<file path="src/rtl/pbus_pkg.sv">
// Shared widths, FSM state type and latched request payload for the peripheral bus arbiter.
package pbus_pkg;

    localparam int unsigned PBUS_AW  = 32;
    localparam int unsigned PBUS_DW  = 32;
    localparam int unsigned PBUS_BEW = 4;

    typedef enum logic [1:0] {
        IDLE  = 2'd0,
        ISSUE = 2'd1,
        RESP  = 2'd2
    } pbus_state_e;

    typedef struct packed {
        logic                we;
        logic [PBUS_BEW-1:0] be;
        logic [PBUS_AW-1:0]  addr;
        logic [PBUS_DW-1:0]  wdata;
    } pbus_req_t;

    // Width of an index into n requesters (at least one bit).
    function automatic int unsigned idx_width(input int unsigned n);
        return (n > 1) ? $clog2(n) : 1;
    endfunction

endpackage

</file>
<file path="src/rtl/rr_arbiter.sv">
// Combinational round-robin pick: first asserted request searching ptr, ptr+1, ... mod N.
// Ports:
//   req       in  N   request vector
//   ptr       in  IW  highest-priority index for this pick
//   gnt_oh_c  out N   one-hot winner (zero when no request)
//   idx_c     out IW  winner index
//   any_c     out 1   at least one request present
module rr_arbiter
    import pbus_pkg::*;
#(
    parameter int unsigned N  = 2,
    parameter int unsigned IW = idx_width(N)
) (
    input  logic [N-1:0]  req,
    input  logic [IW-1:0] ptr,
    output logic [N-1:0]  gnt_oh_c,
    output logic [IW-1:0] idx_c,
    output logic          any_c
);

    // Rotating priority search; ptr is always < N so one subtraction wraps it.
    always_comb begin
        gnt_oh_c = '0;
        idx_c    = '0;
        any_c    = 1'b0;
        for (int unsigned k = 0; k < N; k++) begin
            int unsigned j;
            j = 32'(ptr) + k;
            if (j >= N) begin
                j = j - N;
            end
            if (!any_c && req[IW'(j)]) begin
                any_c            = 1'b1;
                idx_c            = IW'(j);
                gnt_oh_c[IW'(j)] = 1'b1;
            end
        end
    end

endmodule

</file>
<file path="src/rtl/pbus_arbiter.sv">
// Shares the 32-bit peripheral bus between NUM_REQ requesters: round-robin pick,
// one outstanding transaction, valid/ready bus handshake, per-transaction timeout.
// Ports:
//   clk, rst                 clock, synchronous active-high reset
//   req/req_we               per-requester request level and write flag
//   req_be/req_addr/req_wdata  packed per-requester fields (requester i at slice i)
//   gnt, done                one-cycle pulses: request latched / transaction complete
//   resp_rdata, resp_err     response, non-zero only in the done cycle
//   busy                     transaction in progress
//   bus_valid/we/be/addr/wdata  bus request, fields held from the grant
//   bus_ready, bus_rdata     peripheral completion and read data
module pbus_arbiter
    import pbus_pkg::*;
#(
    parameter int unsigned NUM_REQ     = 2,
    parameter int unsigned TIMEOUT_CYC = 255
) (
    input  logic                         clk,
    input  logic                         rst,
    input  logic [NUM_REQ-1:0]           req,
    input  logic [NUM_REQ-1:0]           req_we,
    input  logic [PBUS_BEW*NUM_REQ-1:0]  req_be,
    input  logic [PBUS_AW*NUM_REQ-1:0]   req_addr,
    input  logic [PBUS_DW*NUM_REQ-1:0]   req_wdata,
    output logic [NUM_REQ-1:0]           gnt,
    output logic [NUM_REQ-1:0]           done,
    output logic [PBUS_DW-1:0]           resp_rdata,
    output logic                         resp_err,
    output logic                         busy,
    output logic                         bus_valid,
    output logic                         bus_we,
    output logic [PBUS_BEW-1:0]          bus_be,
    output logic [PBUS_AW-1:0]           bus_addr,
    output logic [PBUS_DW-1:0]           bus_wdata,
    input  logic                         bus_ready,
    input  logic [PBUS_DW-1:0]           bus_rdata
);

    localparam int unsigned IDX_W = idx_width(NUM_REQ);
    localparam int unsigned CNT_W = (TIMEOUT_CYC == 0) ? 1 : $clog2(TIMEOUT_CYC + 1);

    pbus_state_e          state, state_nxt;
    logic [IDX_W-1:0]     ptr, ptr_nxt;
    logic [IDX_W-1:0]     cur_idx, cur_idx_nxt;
    logic [CNT_W-1:0]     cnt, cnt_nxt;
    pbus_req_t            lat, lat_nxt;
    logic [NUM_REQ-1:0]   gnt_nxt, done_nxt;
    logic [PBUS_DW-1:0]   rdata_nxt;
    logic                 err_nxt;
    logic                 valid_nxt;

    logic [NUM_REQ-1:0]   pick_oh_c;
    logic [IDX_W-1:0]     pick_idx_c;
    logic                 pick_any_c;
    pbus_req_t            sel_req_c;
    logic                 timeout_hit_c;

    rr_arbiter #(
        .N  (NUM_REQ),
        .IW (IDX_W)
    ) u_rr (
        .req      (req),
        .ptr      (ptr),
        .gnt_oh_c (pick_oh_c),
        .idx_c    (pick_idx_c),
        .any_c    (pick_any_c)
    );

    // Fields of the winning requester, captured at the grant.
    always_comb begin
        sel_req_c       = '0;
        sel_req_c.we    = req_we[pick_idx_c];
        sel_req_c.be    = req_be[32'(pick_idx_c) * PBUS_BEW +: PBUS_BEW];
        sel_req_c.addr  = req_addr[32'(pick_idx_c) * PBUS_AW +: PBUS_AW];
        sel_req_c.wdata = req_wdata[32'(pick_idx_c) * PBUS_DW +: PBUS_DW];
    end

    // Expiry on the last allowed waiting cycle; counter starts at 0 in the first ISSUE cycle.
    if (TIMEOUT_CYC == 0) begin : g_no_timeout
        assign timeout_hit_c = 1'b0;
    end else begin : g_timeout
        assign timeout_hit_c = (cnt == CNT_W'(TIMEOUT_CYC - 1));
    end

    // Next-state and next-output logic.
    always_comb begin
        state_nxt   = state;
        ptr_nxt     = ptr;
        cur_idx_nxt = cur_idx;
        cnt_nxt     = cnt;
        lat_nxt     = lat;
        gnt_nxt     = '0;
        done_nxt    = '0;
        rdata_nxt   = '0;
        err_nxt     = 1'b0;
        valid_nxt   = 1'b0;

        case (state)
            IDLE: begin
                if (pick_any_c) begin
                    state_nxt   = ISSUE;
                    cur_idx_nxt = pick_idx_c;
                    lat_nxt     = sel_req_c;
                    gnt_nxt     = pick_oh_c;
                    cnt_nxt     = '0;
                    valid_nxt   = 1'b1;
                end
            end
            ISSUE: begin
                valid_nxt = 1'b1;
                // Ready takes priority over a timeout expiring in the same cycle.
                if (bus_ready) begin
                    state_nxt         = RESP;
                    valid_nxt         = 1'b0;
                    done_nxt[cur_idx] = 1'b1;
                    rdata_nxt         = lat.we ? '0 : bus_rdata;
                end else if (timeout_hit_c) begin
                    state_nxt         = RESP;
                    valid_nxt         = 1'b0;
                    done_nxt[cur_idx] = 1'b1;
                    err_nxt           = 1'b1;
                end else begin
                    cnt_nxt = cnt + CNT_W'(1);
                end
            end
            RESP: begin
                state_nxt = IDLE;
                ptr_nxt   = (cur_idx == IDX_W'(NUM_REQ - 1)) ? '0 : cur_idx + IDX_W'(1);
            end
            default: begin
                state_nxt = IDLE;
            end
        endcase
    end

    // State and registered outputs.
    always_ff @(posedge clk) begin
        if (rst) begin
            state      <= IDLE;
            ptr        <= '0;
            cur_idx    <= '0;
            cnt        <= '0;
            lat        <= '0;
            gnt        <= '0;
            done       <= '0;
            resp_rdata <= '0;
            resp_err   <= 1'b0;
            busy       <= 1'b0;
            bus_valid  <= 1'b0;
        end else begin
            state      <= state_nxt;
            ptr        <= ptr_nxt;
            cur_idx    <= cur_idx_nxt;
            cnt        <= cnt_nxt;
            lat        <= lat_nxt;
            gnt        <= gnt_nxt;
            done       <= done_nxt;
            resp_rdata <= rdata_nxt;
            resp_err   <= err_nxt;
            busy       <= (state_nxt != IDLE);
            bus_valid  <= valid_nxt;
        end
    end

    assign bus_we    = lat.we;
    assign bus_be    = lat.be;
    assign bus_addr  = lat.addr;
    assign bus_wdata = lat.wdata;

endmodule

</file>
<file path="config.mk">
export PLATFORM = sky130hd
export DESIGN_NAME = pbus_arbiter
export DESIGN_NICKNAME = d
export VERILOG_FILES = /design/src/rtl/pbus_pkg.sv /design/src/rtl/rr_arbiter.sv /design/src/rtl/pbus_arbiter.sv
export SDC_FILE = /design/constraint.sdc
export NUM_CORES = 1
export LEC_CHECK = 0
export ABC_CLOCK_PERIOD_IN_PS = 3880
export CAP_MARGIN = 20
export CORE_ASPECT_RATIO = 0.6
export CORE_MARGIN = 2
export CORE_UTILIZATION = 41
export DETAILED_ROUTE_END_ITERATION = 12
export GPL_TIMING_DRIVEN = 0
export PLACE_DENSITY = 0.95
export SETUP_SLACK_MARGIN = 0.02
export SLEW_MARGIN = 20
export SYNTH_ARGS = -nofsm -noshare
export SYNTH_HDL_FRONTEND = slang
export SYNTH_SLANG_ARGS = --single-unit
</file>
<file path="constraint.sdc">
create_clock -name clk -period 3.88 [get_ports clk]
set_input_delay 0.582 -clock clk [delete_from_list [all_inputs] [get_ports clk]]
set_output_delay 0.582 -clock clk [all_outputs]
set_load 0.01 [all_outputs]
</file>
==> impl_results.md, run 1 <==
* Ys flop type: dfxtp_1
* Largest net degree at the start of global routing at 17
* RSZ-0062 raised after global routing: false
* Cell family contributing the most delay on the critical path: buffers and inverters
* Final worst-path cycle share at 51.4%
* Number of max-cap violations at 0
* Buf+Inv Stages, Crit Path at 1
* Starting density of the core at 42.1%
* CTS sink count at between 100 and 150
* Most frequent cells in the layout: clkdlybuf4s50_1, dfxtp_1, nor2_1
* GRT Overall Usage at about a quarter
* Syn Std Cell Area at about 4800 um^2
* Slew @ Worst Pin at 0.615 ns
* R2R Path Start: cnt[1]
* Req. time, crit path at about 3.3 ns
* Max frequency at between 500 and 600 MHz
* Hold-fix buffers at CTS at 0
* Asr flop ratio synth at 0%
* CP max stage cell: clkdlybuf4s50_1
* Cts repair resizes at 0
* Max stage delay on crit path at 0.59 ns
* Die Area at between 10000 and 15000 um^2
* Row cnt at 30
* Area after DPL at 7770 um^2
* Endpoints failing setup at 0
* Hold WS at 0.477 ns
* Worst hold path class: reg -> reg
* Maximum VDD drop at ~340 uV
* Layout Skew at between 0.006 and 0.007 ns
* Yosys warns at 0
* Vias at around 4600
* Vias/cell at roughly 4.9
* Crit-path cells: clkdlybuf4s50_1
* Initial antenna violation count at 0
* Drt pass-1 iters at 4
* Clk root buf: clkbuf_16
* Total CTS buffers at 17
* Yosys reg bits at 120
* CP Capture Type: primary output
* DRC viols at 0
* Final #Nets at about 940
* Worst-path clk slew at 0.06 ns
* Status: finished, final reports clean
* Post-DRT Antenna Nets at 0
* Drt wl/cell at roughly 18 um
* Clock tree from TritonCTS: done
* Inserted Diodes at 0
* Crit path DAT at around 1.4 ns
* Height of the die at around 87 um
* First-pass GRT wire length at approximately 24000 um
* Worst skew pair latency at roughly 0.40 ns
* Vias in the first global route at 4647
* Clock tree buffer depth at 2
* Fin area at 8420 um^2
* Post-synth EDFFs at 0
* Critical path type: reg -> out
* RD Place Congestion at between 0.8 and 0.9
* Min-Delay Startpoint: ptr
* Type of origin of the critical path: flip-flop
* CORE AREA at roughly 11000 um^2
* Syn nets at around 640
* Number of setup buffers added after CTS at 0
* Die X-Extent at 143 um
* H-tree depth at 4
* Synth unique cells at 40
* P&R area growth vs syn at 77.0%
* Initial DRC count at around 180
* Count of input and output buffers at 281
* Most common cell after layout, fill and taps aside: clkdlybuf4s50_1
* Post-DP HPWL at between 10000 and 15000 um
* Worst slew margin at 59.0%
* Grt ovf at 0
* Register area share after synthesis at about 51%
* Fraction of layout cells with a size suffix above 1 at under 10%
* Crit Path Max Fanout at 3
* Final Max Slew Viols at 0
* Cell count after synthesis at between 400 and 500
* Power density cells at approximately 460 nW/um^2
* Fin. Hold Viols at 0
* Average cell area after synthesis at slightly above 10 um^2
* CP startpoint: bus_we
* Detailed Route WL at roughly 16000 um
* I/O Pins at about 280
* Tmin final at ~2 ns
* Leakage at 3.49 nW
* Final TNS setup at 0 ns
## kinds of logic (layout without fill, tap and decap cells)
family,Yosys count,count (layout),share of synthesized area [%]
buffers and inverters,45,358,6.00
AOI/OAI and AO/OA,92,92,14.4
muxes,70,70,14.7
DFF,120,120,50.5
and+or+nand+nor,134,134,13.7
xor gates and xnor gates,1,1,0.184
adders and majority gates,2,2,0.526
## power breakdown
| part | internal [mW] | leakage, nW | switching [mW] |
|---|---|---|---|
| Clock | 1.14 | 0.306 | 0.577 |
| Combinational | 0.438 | 2.20 | 0.318 |
| Sequential | 1.33 | 0.987 | 0.0538 |
| Total | 2.91 | 3.49 | 0.948 |
## metrics by stage
step           cells  power, mW  setup slack [ns]  utilization, %
2_1_floorplan    464       1.71              2.25               -
3_3_place_gp     905       2.14              1.66            68.8
3_5_place_dp     905       2.17              1.59            68.8
4_1_cts          937       3.88              1.86            74.5
5_1_grt          937       3.99              1.84            74.5
6_report         937       3.86              1.89            74.5
## flip-flops by register name, indices dropped and copies added (netlist names)
register    count
cnt             8
done            2
gnt             2
busy            1
resp_rdata     32
resp_err        1
bus_valid       1
bus_be          4
bus_addr       32
ptr             1
bus_wdata      32
cur_idx         1
state           2
bus_we          1
## cells in the mapped netlist (all sizes together) (2+ instances only)
library cell  number  area [um^2]
or3                2         12.5
mux2i             70          701
dfxtp            120         2400
buf               24          206
o21ai              7         35.0
inv               10         37.5
a211oi            69          518
nor2              74          278
nand2              5         18.8
nor3b              2         31.3
clkbuf            11         41.3
o21a               2         15.0
and2              34          213
ha                 2         25.0
a21oi              4         20.0
nor3               3         20.0
nand3              8         40.0
o22ai              2         12.5
and3               2         12.5
## layer usage
layer	vias up	GRT usage (%)	share of wire, %
met2	176	47.0	52
met5	-	0	0
met1	2158	28.2	41
met4	0	9.00	1.7
li1	2244	-	-
met3	25	5.72	6.2
## layout make-up
cell class | count | area [um^2]
plain buffers | 35 | 248
clock buffers | 17 | 425
clock inverters | 15 | 225
fillers | 752 | 2880
inverters | 10 | 37.5
multi-input cells | 299 | 2070
flip-flops and latches | 120 | 2400
well taps | 160 | 200
repair buffers | 281 | 2810
## final timing paths
check / to / slack (ns) / cells after the start
worst min register to register: ptr / 0.48 / 2
worst max-delay path: bus_we / 1.89 / 1
worst max register to register: cnt[7] / 2.12 / 5
worst min-delay path: ptr / 0.48 / 2
No activity file was read; power rests on OpenSTA's default activity.
==> run 2, diff against run 1 <==
Settings changed: ABC_CLOCK_PERIOD_IN_PS 3880 to 1700, CORE_UTILIZATION 41 to 34, PLACE_DENSITY 0.95 to 0.89.
Clock period 3.88 ns to 1.7 ns, I/O delays scaled along.
==> run 2 against run 1 <==
Against the previous run:
- count of clock-buffer cells in the layout grew 1
- wire length shrank 5.7%
- highest routed layer unchanged
- final cell count grew 3.4%
- critical path depth grew 5
- non-clock buffer count is the same
- largest cell class unchanged
- first-iteration DRC count shrank 2.3%
- design area grew 0.13%
- clock power grew 110%
==> impl_results.md, run 2 (synthesis results as in run 1) <==
* Crit path DAT at 1.92 ns (+0.51 ns)
* Max frequency at slightly above 600 MHz
* Fraction of layout cells with a size suffix above 1 at 8.49% (+0.64 points)
* Initial DRC count at 172 (-2.3%)
* Buf+Inv Stages, Crit Path at 1 (unchanged)
* Grt ovf at 0 (unchanged)
* Final TNS setup at 0 ns (unchanged)
* Status: finished, final reports clean
* Power density cells at 1010 nW/um^2 (+120%)
* Crit-path cells: inv_1 -> ha_1 -> nand4_1 -> o21ai_2 -> and2_1 -> o32ai_1
* Critical path type: reg -> reg
* Post-DP HPWL at 12100 um (-4.5%)
* Type of origin of the critical path: flip-flop
* First-pass GRT wire length at 23200 um (-3.5%)
* Post-DRT Antenna Nets at 0 (unchanged)
* Number of max-cap violations at 0 (unchanged)
* Total power at 8.49 mW (+120%)
* Vias at 4518 (-1.8%)
* Die X-Extent at 157 um (+9.5%)
* Layout Skew at 0.00765 ns (+0.00102 ns)
* Vias/cell at 4.66 (-5.1%)
* Worst-path clk slew at 0.06 ns (about the same)
* GRT Overall Usage at 20.2% (-5.0 points)
* CP max stage cell: dfxtp_1
* Drt pass-1 iters at 4 (unchanged)
* Fill cells at 1151 (+53%)
* CP Capture Type: flip-flop
* Worst hold path class: in -> reg
* Tmin final at approximately 1.6 ns
* CORE AREA at 13700 um^2 (+21%)
* RSZ-0062 raised after global routing: true
* Height of the die at 95.6 um (+9.4%)
* Endpoints failing setup at 0 (unchanged)
* Fin. Hold Viols at 0 (unchanged)
* Most common cell after layout, fill and taps aside: clkdlybuf4s50_1
* P&R area growth vs syn at 77.3%
* Final worst-path cycle share at 94.8%
* Starting density of the core at 34.8% (-7.3 points)
* Detailed Route WL at 15500 um (-5.7%)
* Clock tree buffer depth at 2 (unchanged)
* Slew @ Worst Pin at 0.640 ns (+0.0249 ns)
* RD Place Congestion at 0.846 (-5.3%)
* H-tree depth at 4 (unchanged)
* Hold WS at 0.376 ns (-0.101 ns)
* Vias in the first global route at 4473 (-3.7%)
* Util after Layout at 61.7% (-13 points)
* Maximum VDD drop at 585 uV (+70%)
* I/O Pins at 283 (unchanged)
* Row cnt at 33 (+10%)
* Number of setup buffers added after CTS at 0 (unchanged)
* Crit Path Max Fanout at 5 (+2)
* Clk root buf: clkbuf_16
* Drt wl/cell at 16.0 um (-8.8%)
* Total CTS buffers at 17 (unchanged)
* Worst slew margin at 57.3% (-1.7 points)
* Die Area at 15000 um^2 (+20%)
* Largest net degree at the start of global routing at 17 (unchanged)
* Max stage delay on crit path at 0.42 ns (-0.17 ns)
* Most frequent cells in the layout: clkdlybuf4s50_1, dfxtp_1, nor2_1
* Final Max Slew Viols at 0 (unchanged)
* Inserted Diodes at 0 (unchanged)
* Final #Nets at 941 (unchanged)
* Initial antenna violation count at 0 (unchanged)
* Worst skew pair latency at 0.40 ns (about the same)
* Clock tree from TritonCTS: done
* Req. time, crit path at 2.01 ns (-1.29 ns)
* CTS sink count at 120 (unchanged)
* Cell family contributing the most delay on the critical path: simple AND/OR/NAND/NOR gates
* DRC viols at 0 (unchanged)
* Leakage at 3.49 nW (about the same)
* Count of input and output buffers at 281 (unchanged)
[run 2: cell count changes in the layout (fill, tap and decap cells not counted), sizes merged]
cell           change
clkinv             -2
inv                +4
clkdlybuf4s50      -1
bufinv             -3
buf                -1
dlymetal6s2s       +1
clkbuf             +2
[run 2: metrics by stage]
step                      setup slack, ns  instance area, um^2  cells
after floorplan                     0.275                 4760    464
after global placement             -0.236                 7810    937
after detailed placement           -0.273                 7810    937
after CTS                          0.0205                 8410    969
after global routing              -0.0334                 8430    969
final                              0.0876                 8430    969
[run 2: where the power goes]
group          total (mW)  leakage [nW]  switching (mW)  internal [mW]
logic                1.72          2.22           0.714           1.00
registers            3.16         0.987           0.116           3.04
clock network        3.61         0.282            1.38           2.23
[run 2: repair_timing]
item                       4_1_cts  5_1_grt
hold buffers                     0        0
resized for setup                0        9
setup endpoints to repair        0       16
[run 2: final timing paths]
| kind | slack, ns | cells past startpoint | from | to |
|---|---|---|---|---|
| min reg2reg | 0.49 | 1 | cur_idx | done[0] |
| max | 0.09 | 6 | cnt[0] | cnt[5] |
| max reg2reg | 0.09 | 6 | cnt[0] | cnt[5] |
| min | 0.38 | 4 | rst | cnt[5] |
[run 2: cell type report]
cell class              instances  area (um^2)  area share, %
plain buffers                  35          253           3.00
clock buffers                  18          439           5.21
clock inverters                14          163           1.93
inverters                      10         37.5          0.445
multi-input cells             299         2080           24.7
flip-flops and latches        120         2400           28.5
well taps                     192          240           2.85
repair buffers                281         2820           33.4
[run 2: routing by layer]
metal / vias to the layer above / global-route usage [%] / share of wire (%)
met5: - / 0 / 0
met4: 0 / 4.74 / 0.68
met3: 13 / 6.55 / 7.7
met2: 169 / 33.6 / 46
met1: 2095 / 25.6 / 46
li1: 2241 / - / -
[run 2: worst min-delay path, cell delays in order]
cell and delay, ns:
buf_2 0.22, nor3b_4 0.11, nand2_1 0.07, o32ai_1 0.06
